File: src/rtl/uart_rx_buffered_pkg.sv
// Shared definitions for the buffered UART receiver: receiver states and parity modes.
package uart_rx_buffered_pkg;

    localparam int PARITY_NONE = 0;
    localparam int PARITY_ODD  = 1;
    localparam int PARITY_EVEN = 2;

    typedef enum logic [2:0] {
        ST_IDLE,
        ST_START,
        ST_DATA,
        ST_PARITY,
        ST_STOP,
        ST_BREAK
    } rx_state_e;

    // data_xor is the XOR of all data bits, p the received parity bit.
    function automatic logic parity_ok(input int mode, input logic data_xor, input logic p);
        if (mode == PARITY_ODD) return data_xor ^ p;
        return !(data_xor ^ p);
    endfunction

endpackage

File: src/rtl/uart_rx_fifo.sv
// Synchronous first-word fall-through FIFO; pointers carry one extra bit for full/empty.
module uart_rx_fifo #(
    parameter int WIDTH = 8,
    parameter int DEPTH = 16
) (
    input  logic                     clk,
    input  logic                     rst_n,
    input  logic                     push,
    input  logic [WIDTH-1:0]         din,
    input  logic                     pop,
    output logic [WIDTH-1:0]         dout,
    output logic                     full,
    output logic                     empty,
    output logic [$clog2(DEPTH):0]   level
);

    localparam int AW = $clog2(DEPTH);

    logic [WIDTH-1:0] mem [DEPTH];
    logic [AW:0]      wr_ptr;
    logic [AW:0]      rd_ptr;
    logic             do_push;
    logic             do_pop;

    assign level   = wr_ptr - rd_ptr;
    assign full    = (level == (AW+1)'(DEPTH));
    assign empty   = (wr_ptr == rd_ptr);
    assign do_pop  = pop && !empty;
    // A full FIFO still takes a write when the head leaves in the same cycle.
    assign do_push = push && (!full || do_pop);
    assign dout    = empty ? '0 : mem[rd_ptr[AW-1:0]];

    always_ff @(posedge clk or negedge rst_n) begin
        if (!rst_n) begin
            wr_ptr <= '0;
            rd_ptr <= '0;
        end else begin
            if (do_push) wr_ptr <= wr_ptr + 1'b1;
            if (do_pop)  rd_ptr <= rd_ptr + 1'b1;
        end
    end

    always_ff @(posedge clk) begin
        if (do_push) mem[wr_ptr[AW-1:0]] <= din;
    end

endmodule

File: src/rtl/uart_rx_buffered.sv
// UART receiver with configurable frame format, sticky error flags and a receive FIFO.
module uart_rx_buffered #(
    parameter int BAUD_DIV    = 20,
    parameter int DATA_BITS   = 8,
    parameter int PARITY      = 0,
    parameter int STOP_BITS   = 1,
    parameter int FIFO_DEPTH  = 16,
    parameter int SYNC_STAGES = 2
) (
    input  logic                          CLK100MHZ,
    input  logic                          CPU_RESETN,
    input  logic                          rxd,
    output logic [DATA_BITS-1:0]          rx_data,
    output logic                          rx_valid,
    input  logic                          rx_ready,
    output logic [$clog2(FIFO_DEPTH):0]   fifo_level,
    output logic                          parity_err,
    output logic                          frame_err,
    output logic                          overrun_err,
    input  logic                          err_clr
);

    import uart_rx_buffered_pkg::*;

    localparam int CW = $clog2(BAUD_DIV);
    localparam int IW = 4;
    localparam logic [CW-1:0] BIT_RELOAD  = CW'(BAUD_DIV - 1);
    localparam logic [CW-1:0] HALF_RELOAD = CW'(BAUD_DIV / 2 - 1);

    logic [SYNC_STAGES-1:0] sync;
    logic                   rxs;
    rx_state_e              state;
    logic [CW-1:0]          cnt;
    logic [IW-1:0]          idx;
    logic [DATA_BITS-1:0]   shreg;
    logic                   par_bad;

    logic stop_sample, commit, push_req, pop, full, empty;

    always_ff @(posedge CLK100MHZ or negedge CPU_RESETN) begin
        if (!CPU_RESETN) sync <= '1;
        else             sync <= {sync[SYNC_STAGES-2:0], rxd};
    end
    assign rxs = sync[SYNC_STAGES-1];

    always_ff @(posedge CLK100MHZ or negedge CPU_RESETN) begin
        if (!CPU_RESETN) begin
            state   <= ST_IDLE;
            cnt     <= '0;
            idx     <= '0;
            shreg   <= '0;
            par_bad <= 1'b0;
        end else begin
            case (state)
                ST_IDLE: if (!rxs) begin
                    state <= ST_START;
                    cnt   <= HALF_RELOAD;
                end
                // Mid-bit recheck of the start bit rejects short glitches.
                ST_START: if (cnt != '0) cnt <= cnt - 1'b1;
                    else if (rxs) state <= ST_IDLE;
                    else begin
                        state   <= ST_DATA;
                        cnt     <= BIT_RELOAD;
                        idx     <= '0;
                        par_bad <= 1'b0;
                    end
                ST_DATA: if (cnt != '0) cnt <= cnt - 1'b1;
                    else begin
                        shreg <= {rxs, shreg[DATA_BITS-1:1]};
                        cnt   <= BIT_RELOAD;
                        if (idx == IW'(DATA_BITS - 1)) begin
                            idx   <= '0;
                            state <= (PARITY != PARITY_NONE) ? ST_PARITY : ST_STOP;
                        end else begin
                            idx <= idx + 1'b1;
                        end
                    end
                ST_PARITY: if (cnt != '0) cnt <= cnt - 1'b1;
                    else begin
                        par_bad <= !parity_ok(PARITY, ^shreg, rxs);
                        cnt     <= BIT_RELOAD;
                        state   <= ST_STOP;
                    end
                ST_STOP: if (cnt != '0) cnt <= cnt - 1'b1;
                    else if (!rxs) state <= ST_BREAK;
                    else if (idx == IW'(STOP_BITS - 1)) state <= ST_IDLE;
                    else begin
                        idx <= idx + 1'b1;
                        cnt <= BIT_RELOAD;
                    end
                // Hold off new starts until the line returns to idle.
                ST_BREAK: if (rxs) state <= ST_IDLE;
                default:  state <= ST_IDLE;
            endcase
        end
    end

    assign stop_sample = (state == ST_STOP) && (cnt == '0);
    assign commit      = stop_sample && rxs && (idx == IW'(STOP_BITS - 1));
    assign push_req    = commit && !par_bad;
    assign pop         = rx_valid && rx_ready;
    assign rx_valid    = !empty;

    always_ff @(posedge CLK100MHZ or negedge CPU_RESETN) begin
        if (!CPU_RESETN) begin
            parity_err  <= 1'b0;
            frame_err   <= 1'b0;
            overrun_err <= 1'b0;
        end else begin
            if (commit && par_bad)         parity_err  <= 1'b1;
            else if (err_clr)              parity_err  <= 1'b0;
            if (stop_sample && !rxs)       frame_err   <= 1'b1;
            else if (err_clr)              frame_err   <= 1'b0;
            if (push_req && full && !pop)  overrun_err <= 1'b1;
            else if (err_clr)              overrun_err <= 1'b0;
        end
    end

    uart_rx_fifo #(
        .WIDTH (DATA_BITS),
        .DEPTH (FIFO_DEPTH)
    ) u_fifo (
        .clk   (CLK100MHZ),
        .rst_n (CPU_RESETN),
        .push  (push_req),
        .din   (shreg),
        .pop   (pop),
        .dout  (rx_data),
        .full  (full),
        .empty (empty),
        .level (fifo_level)
    );

endmodule
File: config.mk
export PLATFORM = sky130hd
export DESIGN_NAME = uart_rx_buffered
export DESIGN_NICKNAME = d
export VERILOG_FILES = /design/src/rtl/uart_rx_buffered_pkg.sv /design/src/rtl/uart_rx_fifo.sv /design/src/rtl/uart_rx_buffered.sv
export SDC_FILE = /design/constraint.sdc
export NUM_CORES = 1
export LEC_CHECK = 0
export BUFFER_PORTS_ARGS = -buffer_cell sky130_fd_sc_hd__clkbuf_2
export CORE_MARGIN = 8
export CORE_UTILIZATION = 60
export CTS_CLUSTER_SIZE = 8
export DETAILED_ROUTE_END_ITERATION = 8
export PLACE_DENSITY = 0.76
export SLEW_MARGIN = 20
export SYNTH_ARGS = -nofsm -noshare
export SYNTH_HDL_FRONTEND = slang
export SYNTH_SLANG_ARGS = --single-unit
File: constraint.sdc
create_clock -name CLK100MHZ -period 5.25 [get_ports CLK100MHZ]
set_input_delay 0.2625 -clock CLK100MHZ [delete_from_list [all_inputs] [get_ports CLK100MHZ]]
set_output_delay 0.2625 -clock CLK100MHZ [all_outputs]
set_load 0.1 [all_outputs]
* Yosys cells after proc, flatten, opt, wreduce, memory -nomap -nowiden
Memory sizes are Yosys's and may differ from the RTL's.
Index checks and enable logic that the tools add are counted.
** Word-level totals
- Flip-flop bits (word level) :: 36
- RAM bits :: 128
- Input bits :: 5
- Output and inout port bits :: 17
- Word-level logic and storage cells :: 113
- Memories :: 1
** Memories
- u_fifo.mem :: depth 16, bits a word 8, read ports 1, clocked after memory_dff 0, wr ports 1, line uart_rx_fifo.sv:19 : logic [WIDTH-1:0] mem [DEPTH];
** Cells by class
- $add $sub $neg :: 5
- Equality and inequality tests :: 22
- Multiplexer cells :: 38
- Bitwise gates (word level) :: 2
- Reduce and logical (&&, ||, !) cells :: 34
** Operators by type and width (count)
- 5-bit 2-to-1 mux :: 7
- 4-bit 2-to-1 mux :: 7
- 3-bit 2-to-1 mux :: 9
- 2-bit != test, second input constant :: 10
- 5-bit case mux with 4 select lines :: 1
- 3-bit case mux with 6 select lines :: 1
- 3-bit != test, second input constant :: 4
- 4-bit case mux with 3 select lines :: 1
- 1-bit logical AND :: 11
- 5-bit by 1-bit adder with 5-bit output, second input constant :: 2
- 1-bit 2-to-1 mux :: 9
- 8-bit 2-to-1 mux :: 1
- 8-bit AND reduction :: 1
- 2-bit nonzero test :: 4
- 8-bit parity :: 1
- 7-bit AND reduction :: 1
- 3-bit by 2-bit equality test with 1-bit output, second input constant :: 2
- 3-bit equality test, second input constant :: 2
- 5-bit equality test :: 1
- 5-bit equality test, second input constant :: 1
- 1-bit logical NOT :: 5
- 5-bit logical NOT :: 1
- 5-bit AND reduction :: 1
- 5-bit nonzero test :: 1
- other kinds (17) :: 17

* Logic depth before layout (Yosys ltp)
- Depth after elaboration :: 8
- Depth in mapped cells :: 10
- Gate-level depth less buffers :: 9

* By module
From an unflattened synthesis, not the netlist that was laid out.
** Second synthesis, totals
- Cells, all modules :: 419
- Area, all modules :: 7069.3 sq um
** Modules (own cells, without submodules)
- uart_rx_fifo :: times used 1, cells an instance 276, area an instance 5642.9 sq um, seq. area each 4093.9 sq um
- uart_rx_buffered :: times used 1, cells an instance 143, area an instance 1426.4 sq um, seq. area each 653.1 sq um

* Worst setup path before layout
Ideal clock, no wire load.
- Path type :: flip-flop to flip-flop
- From :: register u_fifo.rd_ptr[1]
- To :: memory u_fifo.mem[4][0], enable pin
- Library setup time :: 0.278 ns
- Arrival time :: 4.142 ns
- Required time :: 4.972 ns
- Path slack :: 0.830 ns
- Cell stages (with the launch flop) :: 11
- Buffers on the path :: 3
- Period minus slack after synthesis :: 4.420 ns
- Cell sequence :: dfrtp_1 > clkbuf_1 > buf_1 > inv_1 > fa_1 > a21o_1 > a21oi_1 > xor2_1 > a21oi_4 > buf_6 > and3_1
** Between the ends
- Elaborated cells between the ends (all ways) :: 11
- Those cells by class :: add/sub (1); eq/ne (2); mux (2); reduce/logical (6)
** RTL lines
- start: declaration :: line uart_rx_fifo.sv:21 : logic [AW:0] rd_ptr;
- start signal: assignment :: line uart_rx_fifo.sv:39 : if (do_pop) rd_ptr <= rd_ptr + 1'b1;
- 5-bit subtractor :: line uart_rx_fifo.sv:25 : assign level = wr_ptr - rd_ptr;
- named net fifo_level[4] :: line uart_rx_buffered.sv:16 : output logic [$clog2(FIFO_DEPTH):0] fifo_level,
- 5-bit equality test :: line uart_rx_fifo.sv:26 : assign full = (level == (AW+1)'(DEPTH));
- 1-bit logical NOT :: line uart_rx_fifo.sv:30 : assign do_push = push && (!full || do_pop);
- 1-bit logical OR :: line uart_rx_fifo.sv:30
- 1-bit logical AND :: line uart_rx_fifo.sv:30
- 1-bit 2-to-1 mux :: line uart_rx_fifo.sv:44 : if (do_push) mem[wr_ptr[AW-1:0]] <= din;
- 1-bit 2-to-1 mux (implied by the code) :: line uart_rx_fifo.sv:44
- end: declaration :: line uart_rx_fifo.sv:19
The timed path passes the listed nets, and every way through them passes these cells.

* Final worst setup path
- From :: register u_fifo.rd_ptr[1]
- To :: output port fifo_level[4]
** Between the ends
- Word-level cells in the longest chain between the ends :: 1
** RTL lines (line)
- 5-bit subtractor :: uart_rx_fifo.sv:25
- end: declaration :: uart_rx_buffered.sv:16
No other way between the ends.

==> impl_results.md <==
* Reg-to-reg slack, setup at 1.91 ns
* Synthesis warning total at 0
* Worst R2R End: u_fifo.mem[5][4]$_DFFE_PP_
* Final Hold Fails at 0
* Routed wire per std cell at 24.86 µm
* Worst path max stage delay at 0.56 ns
* Worst min path class: input pin to flop
* Largest net degree at the start of global routing at 37
* PwrDens at approximately 600 nW/µm²
* Die Ht at 124.4 µm
* Cells after Synth at slightly above 400
* Post-synth EDFFs at approximately 130
* Syn_area_per_cell at 17.27 µm²
* Max cap viols at 0
* R2R depth at 7
* GR Util All Layers at 0.1964
* CP arrival at 3.20 ns
* Mapped cell area at 7047 µm²
* CP top delay family: buffers and inverters
* Port buffer count at 21
* CP Capture Type: output port
* Setup Total Neg Slack at 0 ns
* Synth Register Bits at 164
* Sequential share of the synthesized area at 0.6737
* Clock-pin slew on the worst setup and hold paths at 0.06 ns
* Worst-margin pin slew at 0.9203 ns
* Ant diodes at 0
* Worst setup margin at ~1.8 ns
* TritonCTS Buffers at 17
* Ports at 22
* Commonest non-fill, non-tap cells in the layout: edfxtp_1, mux4_2, dfrtp_1, clkbuf_2, inv_1
* Initial Utilization at 0.6171
* Critical Path Source: u_fifo.rd_ptr[1]$_DFFE_PN0P_
* Critical path cell sequence: buf_4, inv_1, fa_1, a21o_1, a21oi_1, xor2_1, clkbuf_2
* WP depth at 7
* Mapped Nets at 427
* Area Overhead vs Synth at 12.55%
* RSZ-0062 raised after global routing: no
* Min cycle time layout at 3.467 ns
* Static Leakage at roughly 2.9 nW
* Root Buffer: clkbuf_16
* Clock skew at 0.008459 ns
* Worst relative slew slack at 0.3865
* CTS H-tree depth at 4
* Fillers at 718
* Fraction of registers with async set/reset at 0.2195
* Crit path kind: flop to output port
* Final setup violation count at 0
* Final wirelength at 14740 µm
* Yosys cell types at 54
* Worst Setup Start Kind: flop
* Worst path bufs/invs at 3
* Die area at 15470 µm²
* Placed inst area at ~7300 µm²
* Post-route ant nets at 0
* Max Freq at 288.4 MHz
* Initial DRC count at 501
* Row count at 39
* Area leader, netlist: edfxtp_1
* Register area at around 4700 µm²
* Most common cell after layout, fill and taps aside: edfxtp_1
* # clock sinks at between 150 and 200
* Final net count at 456
* Vias per inst at 6.304
* Synth Flop Type: edfxtp_1
* Dpl hpwl at a little over 9000 µm
* Initial DRT Pass Iterations at 5
* Final instance area at 7931 µm²
* Post-route insts no fill at roughly 590
* First-pass GRT wire length at roughly 23000 µm
* Initial antenna violation count at 0
* DRC viols at 0
* CP max FO at 35
* TritonCTS clock tree: done
* Placer congestion estimate at between 0.8 and 0.9
* Clock Path Buffers at 2
* Vias in the first global route at 3721
* Core Footprint at 11420 µm²
* Critical path endpoint: fifo_level[4]
* Gr ovfl total at 0
* Die Wd at roughly 120 µm
* Top post-synthesis cells by area: edfxtp_1, mux4_2, dfrtp_1
* Setup WS pre-CTS at a little under 2 ns
* HP Start: err_clr
* Data required time at the worst endpoint at 4.99 ns
* Final Power at 4.780 mW
* Slowest-stage cell, CP: clkbuf_2
* Fin crit share at 0.6605
* Placed insts at 559
* Share of post-route cells with drive strength above 1 at 0.2711
* Skew-Pair Late Insertion Delay at 0.42 ns
* Top-area cell type share of the netlist area at 0.5455
* FF-to-FF Start: cnt[0]$_DFFE_PN0P_
* Multi-input gate area at 2150 µm²
* Final Slew Violations at 0
* Peak VDD IR at 785.3 µV
* Status: completed
* Via count at 3738
* Post-CTS Setup Inserts at 0
==> Yosys cell counts, drive strengths merged, types with 2 or more instances <==
master,instances
mux2,8
nor3b,2
clkbuf,8
nand2,18
buf,7
nand3b,2
or3b,3
xnor2,13
nand4,3
ha,13
a31oi,2
nor2b,10
nand2b,3
dfstp,2
a211oi,4
o22ai,3
o41ai,2
nand3,2
inv,20
dfrtp,34
a21o,2
and3,16
edfxtp,128
xor2,8
mux4,40
a22o,4
o21ai,15
nor2,11
a21oi,7
and2,2
==> area by class of cell <==
type                            count  share of cell area
Sequential cell                   164              0.5987
Multi-Input combinational cell    209              0.2710
Clock buffer                       18             0.05411
Clock inverter                     14             0.02650
Tap cell                          143             0.02256
Timing Repair Buffer               25             0.01767
Inverter                           20            0.009465
==> worst min-delay path by stage <==
stage	endpoint	cells after the start
4_1_cts	frame_err$_DFFE_PN0P_	2
6_report	frame_err$_DFFE_PN0P_	2
3_5_place_dp	sync[1]$_DFF_PN1_	0
5_1_grt	frame_err$_DFFE_PN0P_	2
3_3_place_gp	sync[1]$_DFF_PN1_	0
2_1_floorplan	cnt[0]$_DFFE_PN0P_	0
==> through the flow <==
stage	util	hold slack (ns)
6_report	0.6946	0.06020
5_1_grt	0.6946	0.06489
3_5_place_dp	0.6369	0.3472
3_3_place_gp	0.6369	0.3459
2_1_floorplan	-	-0.03309
4_1_cts	0.6946	0.05050
==> metal layers <==
| layer | track usage | part of all wire | routed length [µm] | up-vias |
|---|---|---|---|---|
| met1 | 0.2534 | 0.40 | 5912 | 1882 |
| li1 | - | - | - | 1659 |
| met3 | 0.05660 | 0.077 | 1129 | 26 |
| met4 | 0.07725 | 0.022 | 321 | 0 |
| met5 | 0 | 0 | 0 | - |
| met2 | 0.3079 | 0.50 | 7380 | 171 |
==> worst reg2reg max path: stages, from the launching register on <==
cell      delay [ns]
dfrtp_1         0.37
inv_1           0.11
ha_1            0.18
or4b_1          0.62
or4_4           0.54
nand2b_4        0.18
a21oi_4         0.47
and3_1          0.51
==> registers in the layout (all words and copies together) (netlist names) <==
name           flops
cnt                5
frame_err          1
idx                4
overrun_err        1
par_bad            1
parity_err         1
shreg              8
state              3
sync               2
u_fifo.mem       128
u_fifo.rd_ptr      5
u_fifo.wr_ptr      5
==> cells by family after synthesis <==
logic type / count (synthesis) / synth area share
adders and majority gates: 14 / 0.02592
DFF: 164 / 0.6737
muxes: 48 / 0.1406
and+or+nand+nor: 80 / 0.06658
AOI/OAI and AO/OA: 46 / 0.04581
buffers and inverters: 35 / 0.02131
xor gates and xnor gates: 21 / 0.02610
==> timing repair <==
action                                 CTS  global route
endpoints found under the hold margin   35             0
resized for setup                        0             0
hold buffers                             2             0
==> power breakdown <==
part	internal, mW	switching [mW]
Sequential	1.53	0.181
Clock	0.841	0.487
Combinational	0.560	1.18
No activity file was read; power rests on OpenSTA's default activity.
